File: config.mk
export PLATFORM = sky130hd
export DESIGN_NAME = emissor_codigo
export DESIGN_NICKNAME = d
export VERILOG_FILES = /design/src/rtl/emissor_pkg.sv /design/src/rtl/classificador_segmentos.sv /design/src/rtl/emissor_codigo.sv
export SDC_FILE = /design/constraint.sdc
export NUM_CORES = 1
export LEC_CHECK = 0
export CAP_MARGIN = 20
export CORE_MARGIN = 2
export CORE_UTILIZATION = 50
export DETAILED_ROUTE_END_ITERATION = 10
export PLACE_DENSITY_LB_ADDON = 0.2
export SETUP_SLACK_MARGIN = 0.4
export SYNTH_ARGS = -nofsm -noshare
export SYNTH_HDL_FRONTEND = slang
export SYNTH_SLANG_ARGS = --single-unit
File: constraint.sdc
create_clock -name clk -period 3.65 [get_ports clk]
set_input_delay 0.365 -clock clk [delete_from_list [all_inputs] [get_ports clk]]
set_output_delay 0.365 -clock clk [all_outputs]
set_load 0.03 [all_outputs]
File: src/rtl/emissor_pkg.sv
// rtl/emissor_pkg.sv - shared types and constants for the code emitter
// Contents: FSM state enum, lock display patterns {A..G} (A in bit 6),
// and the 2-bit outcome codes reported on resultado.
package emissor_pkg;

   typedef enum logic [2:0] {
      OCIOSO,
      PULSO,
      INTERVALO,
      ESPERA,
      PRONTO
   } estado_t;

   localparam logic [6:0] SEG_ABERTO      = 7'b1011011;
   localparam logic [6:0] SEG_ABERTO_ERRO = 7'b1100111;
   localparam logic [6:0] SEG_FALHA       = 7'b1000111;

   localparam logic [1:0] RES_INDEF   = 2'b00;
   localparam logic [1:0] RES_OK      = 2'b01;
   localparam logic [1:0] RES_OK_ERRO = 2'b10;
   localparam logic [1:0] RES_FALHA   = 2'b11;

endpackage

File: src/rtl/classificador_segmentos.sv
// rtl/classificador_segmentos.sv - maps the lock display to an outcome code
// Ports:
//   segs        in  7  lock display {A,B,C,D,E,F,G}, A in bit 6
//   codigo_res  out 2  outcome code (RES_INDEF unless an exact pattern match)
module classificador_segmentos
   import emissor_pkg::*;
(
   input  logic [6:0] segs,
   output logic [1:0] codigo_res
);

   always_comb begin
      codigo_res = RES_INDEF;
      case (segs)
         SEG_ABERTO:      codigo_res = RES_OK;
         SEG_ABERTO_ERRO: codigo_res = RES_OK_ERRO;
         SEG_FALHA:       codigo_res = RES_FALHA;
         default:         codigo_res = RES_INDEF;
      endcase
   end

endmodule

File: src/rtl/emissor_codigo.sv
// rtl/emissor_codigo.sv - replays a BCD digit sequence into the lock and reads its verdict
// Ports:
//   clk        in  1                rising-edge clock
//   reset      in  1                asynchronous active-high reset
//   start      in  1                send request, honoured only while idle
//   codigo     in  4*NUM_DIGITS     digit k in [4k+3:4k], digit 0 sent first
//   segs       in  7                lock display {A..G}, A in bit 6
//   numero     out 4 ([4:1])        digit presented to the lock
//   insere     out 1                one-cycle strobe per digit
//   ocupado    out 1                busy, from the cycle after acceptance through PRONTO
//   pronto     out 1                one-cycle pulse when resultado becomes valid
//   resultado  out 2                outcome code, held until next accepted start
module emissor_codigo
   import emissor_pkg::*;
#(
   parameter int NUM_DIGITS    = 6,
   parameter int GAP_CYCLES    = 1,
   parameter int SETTLE_CYCLES = 3
) (
   input  logic                    clk,
   input  logic                    reset,
   input  logic                    start,
   input  logic [4*NUM_DIGITS-1:0] codigo,
   input  logic [6:0]              segs,
   output logic [4:1]              numero,
   output logic                    insere,
   output logic                    ocupado,
   output logic                    pronto,
   output logic [1:0]              resultado
);

   localparam int SR_W  = 4 * NUM_DIGITS;
   localparam int IDX_W = (NUM_DIGITS > 1) ? $clog2(NUM_DIGITS) : 1;
   localparam int GAP_W = $clog2(GAP_CYCLES + 1);
   localparam int SET_W = $clog2(SETTLE_CYCLES + 1);

   localparam logic [IDX_W-1:0] IDX_ULTIMO = IDX_W'(NUM_DIGITS - 1);
   localparam logic [GAP_W-1:0] GAP_FIM    = GAP_W'(GAP_CYCLES - 1);
   localparam logic [SET_W-1:0] SET_FIM    = SET_W'(SETTLE_CYCLES - 1);

   estado_t           estado, estado_prox;
   logic [SR_W-1:0]   sr, sr_prox, sr_desloc;
   logic [IDX_W-1:0]  idx, idx_prox;
   logic [GAP_W-1:0]  gap_cnt, gap_prox;
   logic [SET_W-1:0]  set_cnt, set_prox;
   logic [4:1]        numero_prox;
   logic              insere_prox, ocupado_prox, pronto_prox;
   logic [1:0]        resultado_prox;
   logic [1:0]        classe;

   classificador_segmentos u_classificador (
      .segs       (segs),
      .codigo_res (classe)
   );

   // The current digit always sits in sr[3:0]; shifting exposes the next one.
   assign sr_desloc = sr >> 4;

   // Outputs are computed for the state being entered and registered, so
   // insere/numero/pronto are glitch-free and aligned with the state.
   always_comb begin
      estado_prox    = estado;
      sr_prox        = sr;
      idx_prox       = idx;
      gap_prox       = gap_cnt;
      set_prox       = set_cnt;
      numero_prox    = numero;
      insere_prox    = 1'b0;
      ocupado_prox   = ocupado;
      pronto_prox    = 1'b0;
      resultado_prox = resultado;

      case (estado)
         OCIOSO: begin
            if (start) begin
               sr_prox        = codigo;
               idx_prox       = '0;
               resultado_prox = RES_INDEF;
               numero_prox    = codigo[3:0];
               insere_prox    = 1'b1;
               ocupado_prox   = 1'b1;
               estado_prox    = PULSO;
            end
         end
         PULSO: begin
            gap_prox    = '0;
            estado_prox = INTERVALO;
         end
         INTERVALO: begin
            if (gap_cnt == GAP_FIM) begin
               gap_prox = '0;
               if (idx == IDX_ULTIMO) begin
                  set_prox    = '0;
                  estado_prox = ESPERA;
               end else begin
                  idx_prox    = idx + IDX_W'(1);
                  sr_prox     = sr_desloc;
                  numero_prox = sr_desloc[3:0];
                  insere_prox = 1'b1;
                  estado_prox = PULSO;
               end
            end else begin
               gap_prox = gap_cnt + GAP_W'(1);
            end
         end
         ESPERA: begin
            // The lock display is sampled on the edge that leaves ESPERA.
            if (set_cnt == SET_FIM) begin
               set_prox       = '0;
               resultado_prox = classe;
               pronto_prox    = 1'b1;
               estado_prox    = PRONTO;
            end else begin
               set_prox = set_cnt + SET_W'(1);
            end
         end
         PRONTO: begin
            ocupado_prox = 1'b0;
            estado_prox  = OCIOSO;
         end
         default: begin
            ocupado_prox = 1'b0;
            estado_prox  = OCIOSO;
         end
      endcase
   end

   always_ff @(posedge clk or posedge reset) begin
      if (reset) begin
         estado    <= OCIOSO;
         sr        <= '0;
         idx       <= '0;
         gap_cnt   <= '0;
         set_cnt   <= '0;
         numero    <= '0;
         insere    <= 1'b0;
         ocupado   <= 1'b0;
         pronto    <= 1'b0;
         resultado <= RES_INDEF;
      end else begin
         estado    <= estado_prox;
         sr        <= sr_prox;
         idx       <= idx_prox;
         gap_cnt   <= gap_prox;
         set_cnt   <= set_prox;
         numero    <= numero_prox;
         insere    <= insere_prox;
         ocupado   <= ocupado_prox;
         pronto    <= pronto_prox;
         resultado <= resultado_prox;
      end
   end

endmodule

# Yosys cells after proc, flatten, opt, wreduce, memory -nomap -nowiden
# Cells that the tools add are included.
# totals
word_cells,73
inputBits,34
regBits,42
out_inout_bits,9
# classes
n_bitwise,1
reduce_logical,11
add_sub_neg,3
n_eq_ne,13
n_mux,35
# ops
op,n
$mux W24,3
$pmux W24 S2,1
$eq A7 B7 Y1 const B,3
$mux W3,6
$mux W2,6
$mux W4,3
$pmux W3 S4,1
$ne A2 B2 Y1 const B,5
$reduce_and A3 Y1,3
$pmux W2 S2,2
$pmux W4 S2,1
$reduce_bool A2 Y1,4
$mux W1,7
$eq A3 B2 Y1 const B,2
$pmux W1 S2,3
$pmux W2 S3,1
$pmux W3 S2,1
$reduce_and A4 Y1,1
$add A3 B1 Y3 const B,1
$eq A3 B1 Y1 const B,1
$eq A3 B3 Y1 const B,1
$logic_not A3 Y1,1
$reduce_or A3 Y1,1
$add A2 B1 Y2 const B,1
4 further kinds,4

# Depth between registers and ports, before layout
# Gate-level depths: netlist of run 1.
# logic_depth
depth_word,4
ltp_mapped,7
ltp_nobuf,6

# Modules after synthesis
# A second synthesis of run 1 with hierarchy kept.
# hier_totals
hier_cells,142
area_unflattened_um2,1760.4
# modules_own_cells
mod,n_inst,area_per_inst_um2,cells_each,seq_area_each_um2
emissor_codigo,1,1722.9,137,925.9
classificador_segmentos,1,37.5,5,0.0

# Worst setup path before layout of run 1
# No wires, ideal clock.
# synth_timing
path_type,register to register
start,register idx[0]
end,register sr[12]
setup_time_ps,125
path_stages_with_launch,7
required_time_ps,3525
n_path_buf,1
setup_slack_ps,1772
t_arrival_ps,1753
cell_sequence,dfrtp_1 -> ha_1 -> and3_1 -> or3_4 -> inv_6 -> buf_12 -> mux2_2
# synth_via
elab_chain_cells,3
# synth_lines
element,line_no,text
"start, declared",emissor_codigo.sv:43,"logic [IDX_W-1:0] idx, idx_prox;"
"start signal, assigned",emissor_codigo.sv:143,idx <= idx_prox;
$eq A3 B3 Y1,emissor_codigo.sv:92,if (idx == IDX_ULTIMO) begin
$ne A2 B2 Y1 (no source line),n/a,
$reduce_and A4 Y1 (no source line),n/a,
"end signal, assigned",emissor_codigo.sv:142,sr <= sr_prox;
"end, declared",emissor_codigo.sv:42,"logic [SR_W-1:0] sr, sr_prox, sr_desloc;"
# Every way passes these cells.
# A chain may end at the register's enable or synchronous reset.

# Worst setup path in the final report of run 1
# layout_timing
start,register idx[0]
end,register numero[1] (netlist bit)
# layout_via
elab_chain_cells,3
# layout_lines
element,line_no,text
$eq A3 B3 Y1,emissor_codigo.sv:92,
$ne A2 B2 Y1 (no source line),n/a,
$reduce_and A4 Y1 (no source line),n/a,
"end signal, assigned",emissor_codigo.sv:146,numero <= numero_prox;
"end, declared",emissor_codigo.sv:25,"output logic [4:1] numero,"
# Every way passes these cells.

==> reports/qor_table.md, run 1 <==
| Quantity | Value | Unit |
| --- | --- | --- |
| Result of the run | complete, no violations | - |
| Post-CTS Setup Repair Bufs | 0 | - |
| Arr. time, crit path | 2.21 | ns |
| Wire length of the first global-routing pass | 5.69 | mm |
| Proportion of synthesized chip area in sequential cells | 0.507 | - |
| CP startpoint kind | flop | - |
| Total of cells resized after clock tree synthesis | 0 | - |
| TNS Setup | 0 | ns |
| Average size of a mapped cell | 13.3 | um^2 |
| Delay of the slowest critical-path stage | 0.44 | ns |
| Number of CTS-inserted buffers | 5 | - |
| Later-pin clock latency in the skew report | 0.32 | ns |
| Fillcell total | 282 | - |
| Worst path cell trace | ha_1 > and3_1 > or3_4 > inv_6 > mux2_2 | - |
| Syn. warnings | 0 | - |
| Main flop type after synthesis | sky130_fd_sc_hd__dfrtp_1 | - |
| Layout cells sized above 1 | 0.282 | - |
| Total DRC errors in the routed layout | 0 | - |
| Kind of capture point of the worst setup path | flop | - |
| Count of flip-flops with a built-in enable after synthesis | 0 | - |
| Proportion of register bits with asynchronous set or reset after synthesis | 1.00 | - |
| Post-DR vias/cell | 5.18 | - |
| Number of DRC markers after the initial detailed-route iteration | 29 | - |
| Initial antenna violation count | 0 | - |
| Synthesized netlist cell count | 137 | - |
| Number of iterations in the first detailed-routing pass | 4 | - |
| Core area | 0.00342 | mm^2 |
| Clock input transition at the sequential cells of the worst setup and hold paths | 0.11 | ns |
| Number of nets produced by synthesis | 173 | - |
| Post-synth design cell area | 0.00183 | mm^2 |
| Max_cap viols | 0 | - |
| Vias in the first global route | 1237 | - |
| Wire per inst | 14.6 | um |
| Chip Width | 64.5 | um |
| Fin area | 0.00230 | mm^2 |
| Sink Count | 37 | - |
| Most frequently used cell type in the post-synthesis netlist | sky130_fd_sc_hd__dfrtp_1 | - |
| Global-route usage over all layers | 0.178 | - |
| RSZ-0062 raised after global routing | false | - |
| Fraction of post-synthesis cell area in the top cell type by area | 0.507 | - |
| Leading post-synthesis cells by cell area | sky130_fd_sc_hd__dfrtp_1 (51%), sky130_fd_sc_hd__mux2_2 (18%), sky130_fd_sc_hd__mux2_4 (5.7%) | - |
| Category of the critical setup timing path | reg2reg | - |
| Slew Viols, Final | 0 | - |
| Num ports | 43 | - |
| I/O Buffers | 42 | - |
| Synthesis-stage register bit count | 37 | - |
| FF/Latch Area | 926 | um^2 |
| Worst ir drop on vdd | 0.431 | mV |
| Overall die area | 0.00416 | mm^2 |
| Final worst slack | 1.66 | ns |
| Placement row count | 21 | - |
| Library cell contributing the largest single delay on the critical path | sky130_fd_sc_hd__or3_4 | - |
| Initial cell density of the core | 0.535 | - |
| P per Cell Area | 750 | mW/mm^2 |
| Final hold violation count | 0 | - |
| Total gr overflow | 0 | - |
| Transition time at the pin with the least slew margin | 0.689 | ns |
| Hold Crit Class | in2async | - |
| Maximum number of buffers from clock root to sink | 2 | - |
| Highest Clock Rate | 502 | MHz |
| Routability Congestion | 0.737 | - |
| Required time of the critical path | 3.86 | ns |
| Leak Pwr | 0.999 | nW |
| Hold bufs inserted after CTS | 0 | - |
| Worst setup timing slack at the placement stage | 1.62 | ns |
| Synth cell count leaders | sky130_fd_sc_hd__dfrtp_1 (37), sky130_fd_sc_hd__mux2_2 (30), sky130_fd_sc_hd__inv_1 (7), sky130_fd_sc_hd__mux2_4 (7) | - |
| CP Max Fanout | 23 | - |
| Shortest clock period the worst path allows after layout | 1.99 | ns |
| Height of the die | 64.5 | um |
| TritonCTS clock tree | done | - |
| H-tree depth | 2 | - |
| Clock Skew | 0.0109 | ns |
| Total placed instance area | 0.00225 | mm^2 |
| Total wirelength of the detailed-routed design | 3.31 | mm |
| Number of nets in the final layout | 216 | - |
| Number of antenna repair diodes | 0 | - |
| Number of distinct library cells after synthesis | 32 | - |
| Buffer cell driving the clock tree root | sky130_fd_sc_hd__clkbuf_4 | - |
| HPWL after detailed placement | 2.41 | mm |
| Antenna viol nets, final | 0 | - |
| Portion of the clock cycle consumed by the worst path in the final layout | 0.546 | - |
| Slew margin rel. | 0.534 | - |
| Maximum number of pins on one net before global-route repair | 38 | - |
| Area of combinational cells with multiple inputs | 797 | um^2 |
| Area Growth Syn to Fin | 25.9 | % |
| Final-report setup violation count | 0 | - |
| Via total after detailed routing | 1176 | - |
| Library cell with the largest summed area after synthesis | sky130_fd_sc_hd__dfrtp_1 | - |
==> power by group <==
| group | internal, mW | switching, mW | total (mW) | leakage [nW] |
|---|---|---|---|---|
| combinational | 0.459 | 0.353 | 0.812 | 0.513 |
| sequential | 0.598 | 0.120 | 0.718 | 0.454 |
| clock | 0.0734 | 0.124 | 0.198 | 0.0320 |
| total | 1.13 | 0.598 | 1.73 | 0.999 |
==> cells in the final DEF, fill, tap and decap left out, types with 2 or more instances in the layout <==
cell / count
sky130_fd_sc_hd__dfrtp_1: 37
sky130_fd_sc_hd__ha_1: 2
sky130_fd_sc_hd__nand2_1: 3
sky130_fd_sc_hd__clkbuf_4: 5
sky130_fd_sc_hd__o211ai_1: 2
sky130_fd_sc_hd__a22o_1: 4
sky130_fd_sc_hd__nor4b_1: 2
sky130_fd_sc_hd__a21oi_1: 2
sky130_fd_sc_hd__mux2_2: 30
sky130_fd_sc_hd__mux2_1: 3
sky130_fd_sc_hd__buf_4: 2
sky130_fd_sc_hd__mux2i_1: 3
sky130_fd_sc_hd__o21ai_0: 4
sky130_fd_sc_hd__mux2_4: 7
sky130_fd_sc_hd__inv_1: 7
sky130_fd_sc_hd__nand3b_1: 2
sky130_fd_sc_hd__clkdlybuf4s50_1: 42
sky130_fd_sc_hd__clkinv_2: 2
sky130_fd_sc_hd__o41ai_1: 3
sky130_fd_sc_hd__nor2_1: 3
sky130_fd_sc_hd__nand2b_1: 3
==> final timing paths <==
path	endpoint	depth (start not counted)	slack [ns]	start
worst max-delay path	numero[1]	5	1.66	idx[0]
worst min-delay path	sr[11]	3	0.43	reset
max in group asynchronous	estado[2]	3	2.90	reset
worst min register to register	sr[9]	1	0.50	sr[9]
min in group clk	sr[9]	1	0.50	sr[9]
worst max register to register	numero[1]	5	1.66	idx[0]
==> logic make-up (layout without fill, tap and decap cells) <==
family | count (synthesis) | after routing | synth area share
adder cells (fa/ha/maj) | 2 | 2 | 0.0137
multiplexers | 43 | 43 | 0.277
AND/OR/NAND/NOR | 22 | 22 | 0.0767
AO/OA/AOI/OAI | 17 | 17 | 0.0657
flip-flops | 37 | 37 | 0.507
buffers and inverters | 16 | 60 | 0.0602
==> area by class of cell <==
class | count | share of cell area
Clock buffer | 6 | 0.0179
Clock inverter | 2 | 0.00435
Inverter | 8 | 0.0152
Multi-Input combinational cell | 84 | 0.346
Tap cell | 46 | 0.0250
Timing Repair Buffer | 44 | 0.189
Sequential cell | 37 | 0.402
==> per-layer routing <==
layer	GRT usage	up-vias	wire length, um
met2	0.294	27	1650
met4	0.0638	0	19
met3	0.0382	2	144
met5	0	-	0
li1	-	575	-
met1	0.232	572	1500
==> sequential cells by signal, indices dropped and copies added (netlist names) <==
name	cells
estado	3
idx	3
insere	1
numero	3
ocupado	1
pronto	1
resultado	2
set_cnt	2
sr	21
==> critical path, delay by kind of cell (launching register included) <==
kind | cells | cell delay (ns)
buf+inv | 1 | 0.20
mux | 1 | 0.36
flops | 1 | 0.42
simple gates | 2 | 0.66
fa+ha+maj | 1 | 0.24
==> stage by stage <==
stage | cells | util | total power [mW] | hold WS, ns
after floorplan | 137 | - | 1.39 | 0.452
after global placement | 219 | 0.659 | 1.51 | 0.466
after detailed placement | 219 | 0.659 | 1.55 | 0.471
after CTS | 227 | 0.674 | 1.75 | 0.435
after global routing | 227 | 0.674 | 1.86 | 0.459
final | 227 | 0.674 | 1.73 | 0.432
No activity file was read; power rests on OpenSTA's default activity.
==> inputs of run 2 (changes only) <==
Settings changed: CORE_UTILIZATION 50 to 44.
Clock period 3.65 ns to 1.6 ns, I/O delays scaled along.
==> reports/qor_table.md, run 2 (synthesized netlist as in run 1, its figures left out) <==
| Quantity | Value | Unit |
| --- | --- | --- |
| Met2 global-route usage | 0.317 | - |
| Worst ir drop on vdd | 1.01 | mV |
| Initial cell density of the core | 0.457 | - |
| Internal power summed over all cells | 3.55 | mW |
| Total gr overflow | 0 | - |
| Antenna viol nets, final | 0 | - |
| Buffer cell driving the clock tree root | sky130_fd_sc_hd__clkbuf_8 | - |
| Hold Crit Class | in2async | - |
| I/O Buffers | 42 | - |
| Sw frac | 0.344 | - |
| Later-pin clock latency in the skew report | 0.29 | ns |
| Overall die area | 0.00469 | mm^2 |
| Area Growth Syn to Fin | 51.5 | % |
| Initial antenna violation count | 0 | - |
| Number of DRC markers after the initial detailed-route iteration | 44 | - |
| Chip Width | 68.5 | um |
| Total wirelength of the detailed-routed design | 4.34 | mm |
| Via total after detailed routing | 1335 | - |
| Portion of the clock cycle consumed by the worst path in the final layout | 1.12 | - |
| Combinational fraction of design power | 0.540 | - |
| Largest register by flop count | sr | - |
| Max_cap viols | 0 | - |
| Routability Congestion | 0.754 | - |
| Final hold violation count | 0 | - |
| Maximum number of pins on one net before global-route repair | 38 | - |
| CP startpoint kind | flop | - |
| Most common library cell in the layout ignoring fill and taps | sky130_fd_sc_hd__dfrtp_1 | - |
| Met1 track demand over resource | 0.265 | - |
| Number of antenna repair diodes | 0 | - |
| Number of placed instances, taps included | 237 | - |
| Shortest clock period the worst path allows after layout | 1.80 | ns |
| Required time of the critical path | 1.78 | ns |
| Kind of capture point of the worst setup path | flop | - |
| Clk pwr share | 0.156 | - |
| P per Cell Area | 1950 | mW/mm^2 |
| Highest Clock Rate | 556 | MHz |
| Violations in the final reports | setup timing | - |
| TNS Setup | -4.50 | ns |
| Leak Pwr | 1.26 | nW |
| Sequential fraction of design power | 0.304 | - |
| Placement row count | 23 | - |
| Post-DR vias/cell | 5.17 | - |
| TritonCTS clock tree | done | - |
| Vias in the first global route | 1360 | - |
| Most used cells in the layout excluding fill and tap cells | sky130_fd_sc_hd__dfrtp_1 (36), sky130_fd_sc_hd__clkdlybuf4s50_1 (33), sky130_fd_sc_hd__mux2_2 (20), sky130_fd_sc_hd__mux2_4 (20), sky130_fd_sc_hd__buf_4 (16) | - |
| Arr. time, crit path | 1.98 | ns |
| Max FFs per register | 21 | - |
| Maximum number of buffers from clock root to sink | 2 | - |
| Fillcell total | 283 | - |
| Number of standard cells in the final layout excluding fillers | 258 | - |
| Wire length of the first global-routing pass | 6.69 | mm |
| Category of the critical setup timing path | reg2reg | - |
| Clock input transition at the sequential cells of the worst setup and hold paths | 0.07 | ns |
| Hold bufs inserted after CTS | 0 | - |
| Height of the die | 68.5 | um |
| Slew Viols, Final | 0 | - |
| Final worst slack | -0.200 | ns |
| Clock Skew | 0.00681 | ns |
| Area of combinational cells with multiple inputs | 957 | um^2 |
| H-tree depth | 2 | - |
| Number of iterations in the first detailed-routing pass | 4 | - |
| Number of nets in the final layout | 243 | - |
| Transition time at the pin with the least slew margin | 0.476 | ns |
| Busiest layer in global routing | met2 | - |
| RSZ-0062 raised after global routing | true | - |
| Final-report setup violation count | 27 | - |
| Number of CTS-inserted buffers | 5 | - |
| Smallest hold slack | 0.277 | ns |
| Total DRC errors in the routed layout | 0 | - |
| Sink Count | 37 | - |
| HPWL after detailed placement | 2.42 | mm |
| Layout cells sized above 1 | 0.481 | - |
| Num ports | 43 | - |
| Wire per inst | 16.8 | um |
| CP Max Fanout | 5 | - |
| Switching power | 1.86 | mW |
| FF/Latch Area | 927 | um^2 |
| Slew margin rel. | 0.683 | - |
| Global-route usage over all layers | 0.199 | - |
| Result of the run | complete, but fails checks | - |
| M3 GR Usage | 0.0543 | - |
| Core area | 0.00400 | mm^2 |
-- run 2: layout make-up --
cell class                 instances  area share
timing repair buffer              68       0.229
sequential                        37       0.335
inverter                           8      0.0154
clock buffer                       7      0.0312
multi-input combinational         84       0.346
tap                               50      0.0226
clock inverter                     1      0.0108
timing repair inverter             3      0.0104
-- run 2: final timing paths --
path	from	end	slack (ns)	depth (start not counted)
min in group clk	segs[5]	resultado[0]	0.46	2
worst min-delay path	reset	sr[19]	0.28	3
max in group asynchronous	reset	estado[1]	0.97	3
worst max register to register	idx[0]	sr[15]	-0.20	5
worst min register to register	sr[23]	sr[23]	0.50	1
worst max-delay path	idx[0]	sr[15]	-0.20	5
-- run 2: power by group through the flow --
stage | Sequential (mW) | Clock, mW | Combinational, mW
6_report | 1.64 | 0.841 | 2.92
3_5_place_dp | 1.62 | 0 | 2.32
2_1_floorplan | 1.64 | 0 | 1.72
3_3_place_gp | 1.61 | 0 | 2.27
5_1_grt | 1.69 | 0.889 | 3.11
4_1_cts | 1.63 | 0.847 | 2.68
-- run 2: worst max-delay path, stage by stage, from the launching register on --
cell and delay [ns]:
sky130_fd_sc_hd__dfrtp_1 0.41, sky130_fd_sc_hd__ha_4 0.17, sky130_fd_sc_hd__and3_4 0.17, sky130_fd_sc_hd__or3_4 0.49, sky130_fd_sc_hd__inv_6 0.14, sky130_fd_sc_hd__mux2_4 0.31
-- run 2: per-stage QoR --
step           area (um^2)  power (mW)  utilization  worst slack (ns)
2_1_floorplan         1890        3.36            -            -0.194
3_3_place_gp          2440        3.87        0.610            -0.226
3_5_place_dp          2440        3.95        0.610            -0.264
4_1_cts               2700        5.15        0.675            -0.183
5_1_grt               2770        5.69        0.693            -0.246
6_report              2770        5.41        0.693            -0.200
-- run 2: what timing repair did --
action                                  4_1_cts  5_1_grt
setup buffers                                 5        5
endpoints found under the setup margin       40       44
resized for setup                            35       21
gates cloned                                  3        0
pin swaps                                     6        4
-- run 2: metal layers --
metal | vias to the layer above | routed length, um | part of all wire
met5 | - | 0 | 0
met2 | 38 | 2180 | 0.50
li1 | 635 | - | -
met1 | 658 | 1900 | 0.44
met3 | 4 | 225 | 0.052
met4 | 0 | 32 | 0.0074
